$ cat config.mk
export PLATFORM = sky130hd
export DESIGN_NAME = sdram_arbit
export DESIGN_NICKNAME = d
export VERILOG_FILES = /design/src/rtl/sdram_pkg.sv /design/src/rtl/sdram_ref_timer.sv /design/src/rtl/sdram_arbit.sv
export SDC_FILE = /design/constraint.sdc
export NUM_CORES = 1
export LEC_CHECK = 0
export CAP_MARGIN = 20
export CORE_MARGIN = 5
export CORE_UTILIZATION = 33
export CTS_BUF_LIST = sky130_fd_sc_hd__clkbuf_16
export DETAILED_ROUTE_END_ITERATION = 7
export GPL_TIMING_DRIVEN = 0
export PLACE_DENSITY = 0.9
export SKIP_CTS_REPAIR_TIMING = 1
export SYNTH_ARGS = -nofsm -noshare
export SYNTH_HDL_FRONTEND = slang
export SYNTH_SLANG_ARGS = --single-unit
export TNS_END_PERCENT = 30
$ cat constraint.sdc
create_clock -name clk -period 2.1 [get_ports clk]
set_input_delay 0.42 -clock clk [delete_from_list [all_inputs] [get_ports clk]]
set_output_delay 0.42 -clock clk [all_outputs]
set_load 0.02 [all_outputs]
$ cat src/rtl/sdram_pkg.sv
// Shared SDRAM definitions: command encodings, arbiter states and the default refresh interval.
package sdram_pkg;

  localparam int REF_PERIOD_DEF = 390;

  // Command encoding is {cs_n, ras_n, cas_n, we_n}
  localparam logic [3:0] CMD_NOP  = 4'b0111;
  localparam logic [3:0] CMD_PRE  = 4'b0010;
  localparam logic [3:0] CMD_AREF = 4'b0001;
  localparam logic [3:0] CMD_ACT  = 4'b0011;
  localparam logic [3:0] CMD_WR   = 4'b0100;
  localparam logic [3:0] CMD_RD   = 4'b0101;
  localparam logic [3:0] CMD_MRS  = 4'b0000;

  typedef enum logic [2:0] {
    ST_INIT,
    ST_IDLE,
    ST_AREF,
    ST_WRITE,
    ST_READ
  } state_t;

endpackage

$ cat src/rtl/sdram_ref_timer.sv
// Free-running refresh interval counter with a sticky refresh-pending flag.
module sdram_ref_timer
  import sdram_pkg::*;
#(
  parameter int REF_PERIOD = REF_PERIOD_DEF
) (
  input  logic clk,
  input  logic rst,
  input  logic enable,
  input  logic clr,
  output logic pending
);

  localparam int CW = (REF_PERIOD > 1) ? $clog2(REF_PERIOD) : 1;
  localparam logic [CW-1:0] LAST = CW'(REF_PERIOD - 1);

  logic [CW-1:0] cnt;
  logic          wrap;

  assign wrap = enable && (cnt == LAST);

  always_ff @(posedge clk or posedge rst) begin
    if (rst) begin
      cnt <= '0;
    end else if (!enable || wrap) begin
      cnt <= '0;
    end else begin
      cnt <= cnt + 1'b1;
    end
  end

  // A wrap landing on the same edge as the clear wins, so no refresh is ever dropped.
  always_ff @(posedge clk or posedge rst) begin
    if (rst) begin
      pending <= 1'b0;
    end else if (wrap) begin
      pending <= 1'b1;
    end else if (clr) begin
      pending <= 1'b0;
    end
  end

endmodule

$ cat src/rtl/sdram_arbit.sv
// SDRAM command arbiter: sequences init, periodic auto-refresh and round-robin write/read grants.
module sdram_arbit
  import sdram_pkg::*;
#(
  parameter int REF_PERIOD = REF_PERIOD_DEF,
  parameter int ADDR_W     = 13
) (
  input  logic              clk,
  input  logic              rst,
  input  logic              init_end,
  input  logic [3:0]        init_cmd,
  input  logic [ADDR_W-1:0] init_addr,
  output logic              aref_en,
  input  logic              aref_end,
  input  logic [3:0]        aref_cmd,
  input  logic [ADDR_W-1:0] aref_addr,
  input  logic              wr_req,
  output logic              wr_en,
  input  logic              wr_end,
  input  logic [3:0]        wr_cmd,
  input  logic [ADDR_W-1:0] wr_addr,
  input  logic [1:0]        wr_ba,
  input  logic              rd_req,
  output logic              rd_en,
  input  logic              rd_end,
  input  logic [3:0]        rd_cmd,
  input  logic [ADDR_W-1:0] rd_addr,
  input  logic [1:0]        rd_ba,
  output logic              ref_break,
  output logic              sdram_cke,
  output logic [3:0]        sdram_cmd,
  output logic [ADDR_W-1:0] sdram_addr,
  output logic [1:0]        sdram_ba
);

  state_t state, next_state;
  logic   pending;
  logic   last_wr;
  logic   go_aref, go_write, go_read;

  sdram_ref_timer #(.REF_PERIOD(REF_PERIOD)) u_ref_timer (
    .clk     (clk),
    .rst     (rst),
    .enable  (state != ST_INIT),
    .clr     (go_aref),
    .pending (pending)
  );

  always_ff @(posedge clk or posedge rst) begin
    if (rst) begin
      state <= ST_INIT;
    end else begin
      state <= next_state;
    end
  end

  // Refresh beats any request; simultaneous requests alternate against last_wr.
  always_comb begin
    next_state = state;
    unique case (state)
      ST_INIT:  if (init_end) next_state = ST_IDLE;
      ST_IDLE: begin
        if (pending)                 next_state = ST_AREF;
        else if (wr_req && rd_req)   next_state = last_wr ? ST_READ : ST_WRITE;
        else if (wr_req)             next_state = ST_WRITE;
        else if (rd_req)             next_state = ST_READ;
      end
      ST_AREF:  if (aref_end) next_state = ST_IDLE;
      ST_WRITE: if (wr_end)   next_state = ST_IDLE;
      ST_READ:  if (rd_end)   next_state = ST_IDLE;
      default:  next_state = ST_INIT;
    endcase
  end

  assign go_aref  = (state == ST_IDLE) && (next_state == ST_AREF);
  assign go_write = (state == ST_IDLE) && (next_state == ST_WRITE);
  assign go_read  = (state == ST_IDLE) && (next_state == ST_READ);

  always_ff @(posedge clk or posedge rst) begin
    if (rst) begin
      last_wr   <= 1'b0;
      aref_en   <= 1'b0;
      wr_en     <= 1'b0;
      rd_en     <= 1'b0;
      sdram_cke <= 1'b0;
    end else begin
      aref_en   <= go_aref;
      wr_en     <= go_write;
      rd_en     <= go_read;
      sdram_cke <= 1'b1;
      if (go_write) last_wr <= 1'b1;
      else if (go_read) last_wr <= 1'b0;
    end
  end

  assign ref_break = pending && ((state == ST_WRITE) || (state == ST_READ));

  // Reset gates the bus directly so it reads NOP the instant rst rises, not at the next edge.
  always_comb begin
    sdram_cmd  = CMD_NOP;
    sdram_addr = '0;
    sdram_ba   = 2'b00;
    if (!rst) begin
      unique case (state)
        ST_INIT: begin
          sdram_cmd  = init_cmd;
          sdram_addr = init_addr;
        end
        ST_AREF: begin
          sdram_cmd  = aref_cmd;
          sdram_addr = aref_addr;
        end
        ST_WRITE: begin
          sdram_cmd  = wr_cmd;
          sdram_addr = wr_addr;
          sdram_ba   = wr_ba;
        end
        ST_READ: begin
          sdram_cmd  = rd_cmd;
          sdram_addr = rd_addr;
          sdram_ba   = rd_ba;
        end
        default: begin
          sdram_cmd  = CMD_NOP;
          sdram_addr = '0;
          sdram_ba   = 2'b00;
        end
      endcase
    end
  end

endmodule

==> results.yml, run 1 <==
status:
  status: "finished, violations left"
  violations: "negative setup slack"
die:
  io_pins: 104
  core_area_mm2: 0.00394
  die-area_mm2: 0.00540
  die_height_um: 73.5
  die_w_um: 73.5
  rows: 23
  initial_core_util_pct: 33.7
clock_network:
  clkLatencyLatePin_ns: 0.25
  clk_pin_slew_ns: 0.05
  numCtsBuffers: 3
  htreeDepth: 1
  root_buffer: "clkbuf_16"
  clkSinkCount: 18
  cts_tree: "built"
  clockBufferDepth: 2
worst_setup_path:
  cp_top_family: "buffers and inverters"
  cp-start-kind: "flop"
  cpMostUsedCell: "buf_6"
  arrival_ns: 1.73
  r2r_cells: 7
  r2r-start: "state[2]"
  critPathKind: "flop to output pin"
  worst-path-buf-inv: 5
  r2r_end: "aref_en"
  critPathSlowestCell: "dfrtp_1"
  critical_path_peak_fanout: 6
  crit_path_max_incr_delay_ns: 0.39
  crit_path_end_kind: "output pin"
  worstPathCellList: "buf_6 -> nor3_4 -> buf_12 -> buf_6 -> buf_6 -> a22oi_1 -> a21oi_1 -> buf_4"
  crit_required_ns: 1.68
  r2r_slack_ns: 0.53
placement:
  port-buffer-count: 103
  post-dp-hpwl_um: 3820
  dp.cells: 303
  gp_congestion: 0.786
  dpl_cell_area_mm2: 0.00242
route:
  highest_layer: "met4"
  wl_per_cell_um: 17.2
  firstDrtPassIters: 4
  met1_length_um: 2020
  wl_um: 5550
  met2_length_um: 3010
  num_vias: 1703
  antenna_left: 0
  drc: 0
  drt_iter0_markers: 105
  vias_per_cell: 5.29
  wl_met3_um: 457
cells_and_area:
  fillerInstances: 298
  stdcell_area_mm2: 0.00267
  antenna_cells: 0
  drive_above_1_share_pct: 24.6
  layout.cells.non_filler: 322
  syn2layout_area_growth_pct: 101
  final_nets: 355
grt:
  grt_pass1_vias: 1685
  antenna_found_initial: 0
  grt_overflow: 0
  grt_usage_pct: 17.0
  grt_max_degree: 19
  grt_pass1_wl_um: 7320
synthesis:
  synth_area_mm2: 0.00133
  yosys-top-cells-count: "33 x a22oi_1, 18 x dfrtp_1, 17 x a21oi_1"
  synthTopCellsByArea: "dfrtp_1 34%, a22oi_1 19%, a21oi_1 6.4%"
  synthFlopType: "dfrtp_1"
  async_flop_share_pct: 100
  synth-seq-cells: 18
  seq_area_frac_synth_pct: 33.9
  synth_top_cell_by_area: "dfrtp_1"
  synth.most_common_cell: "a22oi_1"
  syn_inst: 150
  synth_top_area_share_pct: 33.9
  yosysWarnings: 0
  synth_enable_flop_cells: 0
  yosysUniqueCellTypes: 39
  synth.avg_cell_area_um2: 8.87
  synth_fp_nets: 232
pwr:
  ir_drop_mv: 0.703
  p_leak_nw: 1.11
  power_density_mw_per_mm2: 1150
sta:
  max_freq_mhz: 466
  relSlewSlack_pct: 53.2
  maxSlewViolCount: 0
  rsz0062_at_grt: "yes"
  setup_slack_ns: -0.0463
  final_min_period_over_clock_period_pct: 102
  max_slew.worst_pin.slew_ns: 0.701
  finClkSkew_ns: 0.00183
  timing.final.hold_violations: 0
  period_minus_slack_ns: 2.15
  setup_viol: 4
flow_run:
  cap_viol_max_count: 0
hold_path:
  hold_class: "input port to async pin"
## worst reg2reg max path: cells and delay by family, from the launching register on
kind            cells  cell delay, ns
simple gates        3            0.57
flops               1            0.37
buf+inv             3            0.36
compound gates      1            0.14
## per-layer routing
metal  vias to the layer above  GRT usage, %
met4                         0          3.22
met2                        74          31.2
met1                       806          19.1
li1                        815             -
met5                         -             0
met3                         8          5.75
## metrics by stage
stage / TNS, ns / worst slack [ns] / hold slack [ns] / util, % / total power [mW]
2_1_floorplan: 0 / 0.248 / 0.359 / - / 1.59
3_3_place_gp: -9.84 / -0.640 / 0.476 / 61.5 / 2.22
3_5_place_dp: -10.37 / -0.672 / 0.499 / 61.5 / 2.26
4_1_cts: -12.12 / -0.691 / 0.510 / 63.5 / 2.65
5_1_grt: -1.36 / -0.128 / 0.455 / 67.8 / 3.26
6_report: -0.157 / -0.0463 / 0.366 / 67.8 / 3.08
## sequential cells by signal, summed over array words and instances (netlist names)
| signal | flops |
|---|---|
| aref_en | 1 |
| last_wr | 1 |
| rd_en | 1 |
| sdram_cke | 1 |
| state | 3 |
| u_ref_timer.cnt | 9 |
| u_ref_timer.pending | 1 |
| wr_en | 1 |
## worst max-delay path by stage
stage             start  depth (start not counted)  slack (ns)        endpoint
5_1_grt        state[1]                          8       -0.13  sdram_addr[12]
4_1_cts        state[0]                          6       -0.69   sdram_addr[2]
3_3_place_gp        rst                          6       -0.64   sdram_addr[2]
3_5_place_dp        rst                          6       -0.67   sdram_addr[2]
6_report       state[1]                          8       -0.05  sdram_addr[12]
2_1_floorplan  state[2]                          6        0.25   sdram_addr[3]
## logic make-up (layout without fill, tap and decap cells)
group / after synthesis / count (layout) / share of synthesized area (%)
AOI/OAI and AO/OA: 65 / 65 / 35.0
and+or+nand+nor: 41 / 41 / 17.5
DFF: 18 / 18 / 33.9
buffers and inverters: 16 / 138 / 6.77
xor gates and xnor gates: 6 / 6 / 3.95
adders and majority gates: 2 / 2 / 1.88
other: 1 / 1 / 0.282
muxes: 1 / 1 / 0.753
## cell usage in the layout (no fill, tap or decap), drive strengths merged, types with 3 or more instances in the layout
cell | synthesis | routed
nor3 | 3 | 3
a21oi | 17 | 17
xor2 | 3 | 3
nand2b | 3 | 3
clkbuf | 0 | 12
dfrtp | 18 | 18
inv | 6 | 5
a22oi | 33 | 33
clkdlybuf4s50 | 0 | 82
xnor2 | 3 | 3
buf | 10 | 36
o21ai | 4 | 4
nand2 | 8 | 8
a221oi | 3 | 3
nor2 | 16 | 16
## final cells by class
type / count / area (µm²) / share of cell area [%]
repair buffers: 118 / 1100 / 41.3
inverters: 6 / 26.3 / 0.984
flip-flops and latches: 18 / 450 / 16.9
clock inverters: 1 / 3.75 / 0.141
well taps: 50 / 62.6 / 2.34
plain buffers: 10 / 109 / 4.07
clock buffers: 3 / 75.1 / 2.81
multi-input cells: 116 / 841 / 31.5
## report_power, final
part	internal (mW)	switching, mW	total (mW)	leakage (nW)
Sequential	0.430	0.0595	0.489	0.240
Clock	0.253	0.131	0.384	0.0385
Combinational	1.08	1.12	2.21	0.830
(Power assumes the default switching activity.)
==> run 2, diff against run 1 <==
- CORE_MARGIN: 5 -> 4
- SLEW_MARGIN: default -> 40
==> results.yml, run 2 (synthesized netlist as in run 1, its figures left out) <==
worst_setup_path:
  r2r_cells: 6
  critPathKind: "flop to output pin"
  r2r-start: "state[1]"
  crit_end: "sdram_addr[4]"
  cp-startpoint: "state[2]"
  critical_path_peak_fanout: 7
  crit_path_end_kind: "output pin"
  arrival_ns: 1.78
  crit_required_ns: 1.68
  cp-start-kind: "flop"
  r2r_end: "aref_en"
  r2r_slack_ns: 0.62
route:
  firstDrtPassIters: 4
  wl_per_cell_um: 17.9
  num_vias: 1692
  antenna_left: 0
  drc: 0
  wl_um: 5660
  vias_per_cell: 5.34
  drt_iter0_markers: 95
sta:
  maxSlewViolCount: 0
  timing.final.hold_violations: 0
  setup_viol: 4
  period_minus_slack_ns: 2.20
  rsz0062_at_grt: "yes"
  final_min_period_over_clock_period_pct: 105
  tns_ns: -0.128
  finClkSkew_ns: 0.00123
  relSlewSlack_pct: 56.2
  whs_ns: 0.357
  max_slew.worst_pin.slew_ns: 0.656
  setup_slack_ns: -0.0983
  max_freq_mhz: 455
cells_and_area:
  final_nets: 353
  mostFrequentLayoutCells: "82 x clkdlybuf4s50_1, 25 x buf_4, 19 x a22oi_1"
  ff_latch_area_um2: 450
  syn2layout_area_growth_pct: 105
  fillerInstances: 275
  antenna_cells: 0
  drive_above_1_share_pct: 30.1
  layout.cells.non_filler: 317
  largest_register_ffs: 9
  reg_top3: "u_ref_timer.cnt (9), state (3)"
  final_common_cell: "clkdlybuf4s50_1"
  top_register: "u_ref_timer.cnt"
  multiInputGateArea_um2: 918
placement:
  dp.cells: 301
  post-dp-hpwl_um: 3860
  port-buffer-count: 103
  gp_congestion: 0.825
pwr:
  p_leak_nw: 1.10
  p_seq_share_pct: 16.2
  p_clk_share_pct: 12.0
  p_switching_mw: 1.32
  power_density_mw_per_mm2: 1110
  power_frac_comb_pct: 71.8
  internal_power_mw: 1.70
  ir_drop_mv: 0.462
  swShare_pct: 43.7
status:
  violations: "negative setup slack"
  status: "finished, violations left"
clock_network:
  numCtsBuffers: 3
  clk_pin_slew_ns: 0.05
  root_buffer: "clkbuf_16"
  clkLatencyLatePin_ns: 0.24
  clkSinkCount: 18
  clockBufferDepth: 2
  htreeDepth: 1
  cts_tree: "built"
die:
  io_pins: 104
  initial_core_util_pct: 35.3
  rows: 22
  die_w_um: 71.5
  die-area_mm2: 0.00511
  core_area_mm2: 0.00377
  die_height_um: 71.5
grt:
  grt_max_degree: 19
  grt_usage_pct: 17.9
  antenna_found_initial: 0
  grt_pass1_vias: 1666
  grt_overflow: 0
  grt_pass1_wl_um: 7420
flow_run:
  cap_viol_max_count: 0
hold_path:
  hold_class: "input port to async pin"
[run 2: cell types whose count changed in the layout (fill, tap and decap cells not counted), sizes merged]
cell / before / now
clkbuf: 12 / 5
clkinv: 1 / 0
buf: 36 / 40
dlymetal6s2s: 1 / 2
[run 2: power groups by stage]
stage | Combinational (mW) | Sequential [mW] | Clock [mW]
2_1_floorplan | 1.09 | 0.498 | 0
3_3_place_gp | 1.74 | 0.485 | 0
5_1_grt | 2.31 | 0.501 | 0.386
4_1_cts | 1.77 | 0.486 | 0.377
6_report | 2.17 | 0.488 | 0.363
3_5_place_dp | 1.77 | 0.493 | 0
[run 2: layout make-up]
type                            instances  area share, %
Inverter                                6          0.962
Multi-Input combinational cell        116           33.6
Buffer                                 10           3.57
Tap cell                               48           2.20
Clock buffer                            3           2.75
Sequential cell                        18           16.5
Timing Repair Buffer                  116           40.4
[run 2: layer usage]
| metal | vias to the layer above | part of all wire (%) | GRT usage (%) |
|---|---|---|---|
| met5 | - | 0 | 0 |
| met1 | 796 | 36 | 19.7 |
| met3 | 10 | 9.0 | 7.43 |
| li1 | 806 | - | - |
| met2 | 80 | 54 | 31.7 |
| met4 | 0 | 1.3 | 4.59 |
[run 2: worst max-delay path: stages (launching register included)]
cell and delay (ns):
dfrtp_1 0.37, buf_6 0.13, nand2b_4 0.16, nor2_4 0.21, buf_6 0.15, a22oi_1 0.09, a21oi_1 0.23, buf_4 0.19
[run 2: worst min-delay path by stage]
stage,end,slack (ns)
floorplan,aref_en,0.36
detailed placement,last_wr,0.49
finish,wr_en,0.36
global placement,last_wr,0.48
global route,wr_en,0.44
CTS,last_wr,0.50
[run 2: per-stage QoR]
stage | instance area, µm² | total power [mW] | worst slack, ns | utilization (%)
CTS | 2500 | 2.64 | -0.640 | 66.2
floorplan | 1330 | 1.59 | 0.248 | -
global placement | 2420 | 2.22 | -0.634 | 64.2
global route | 2730 | 3.20 | -0.122 | 72.4
finish | 2730 | 3.02 | -0.0983 | 72.4
detailed placement | 2420 | 2.26 | -0.621 | 64.2
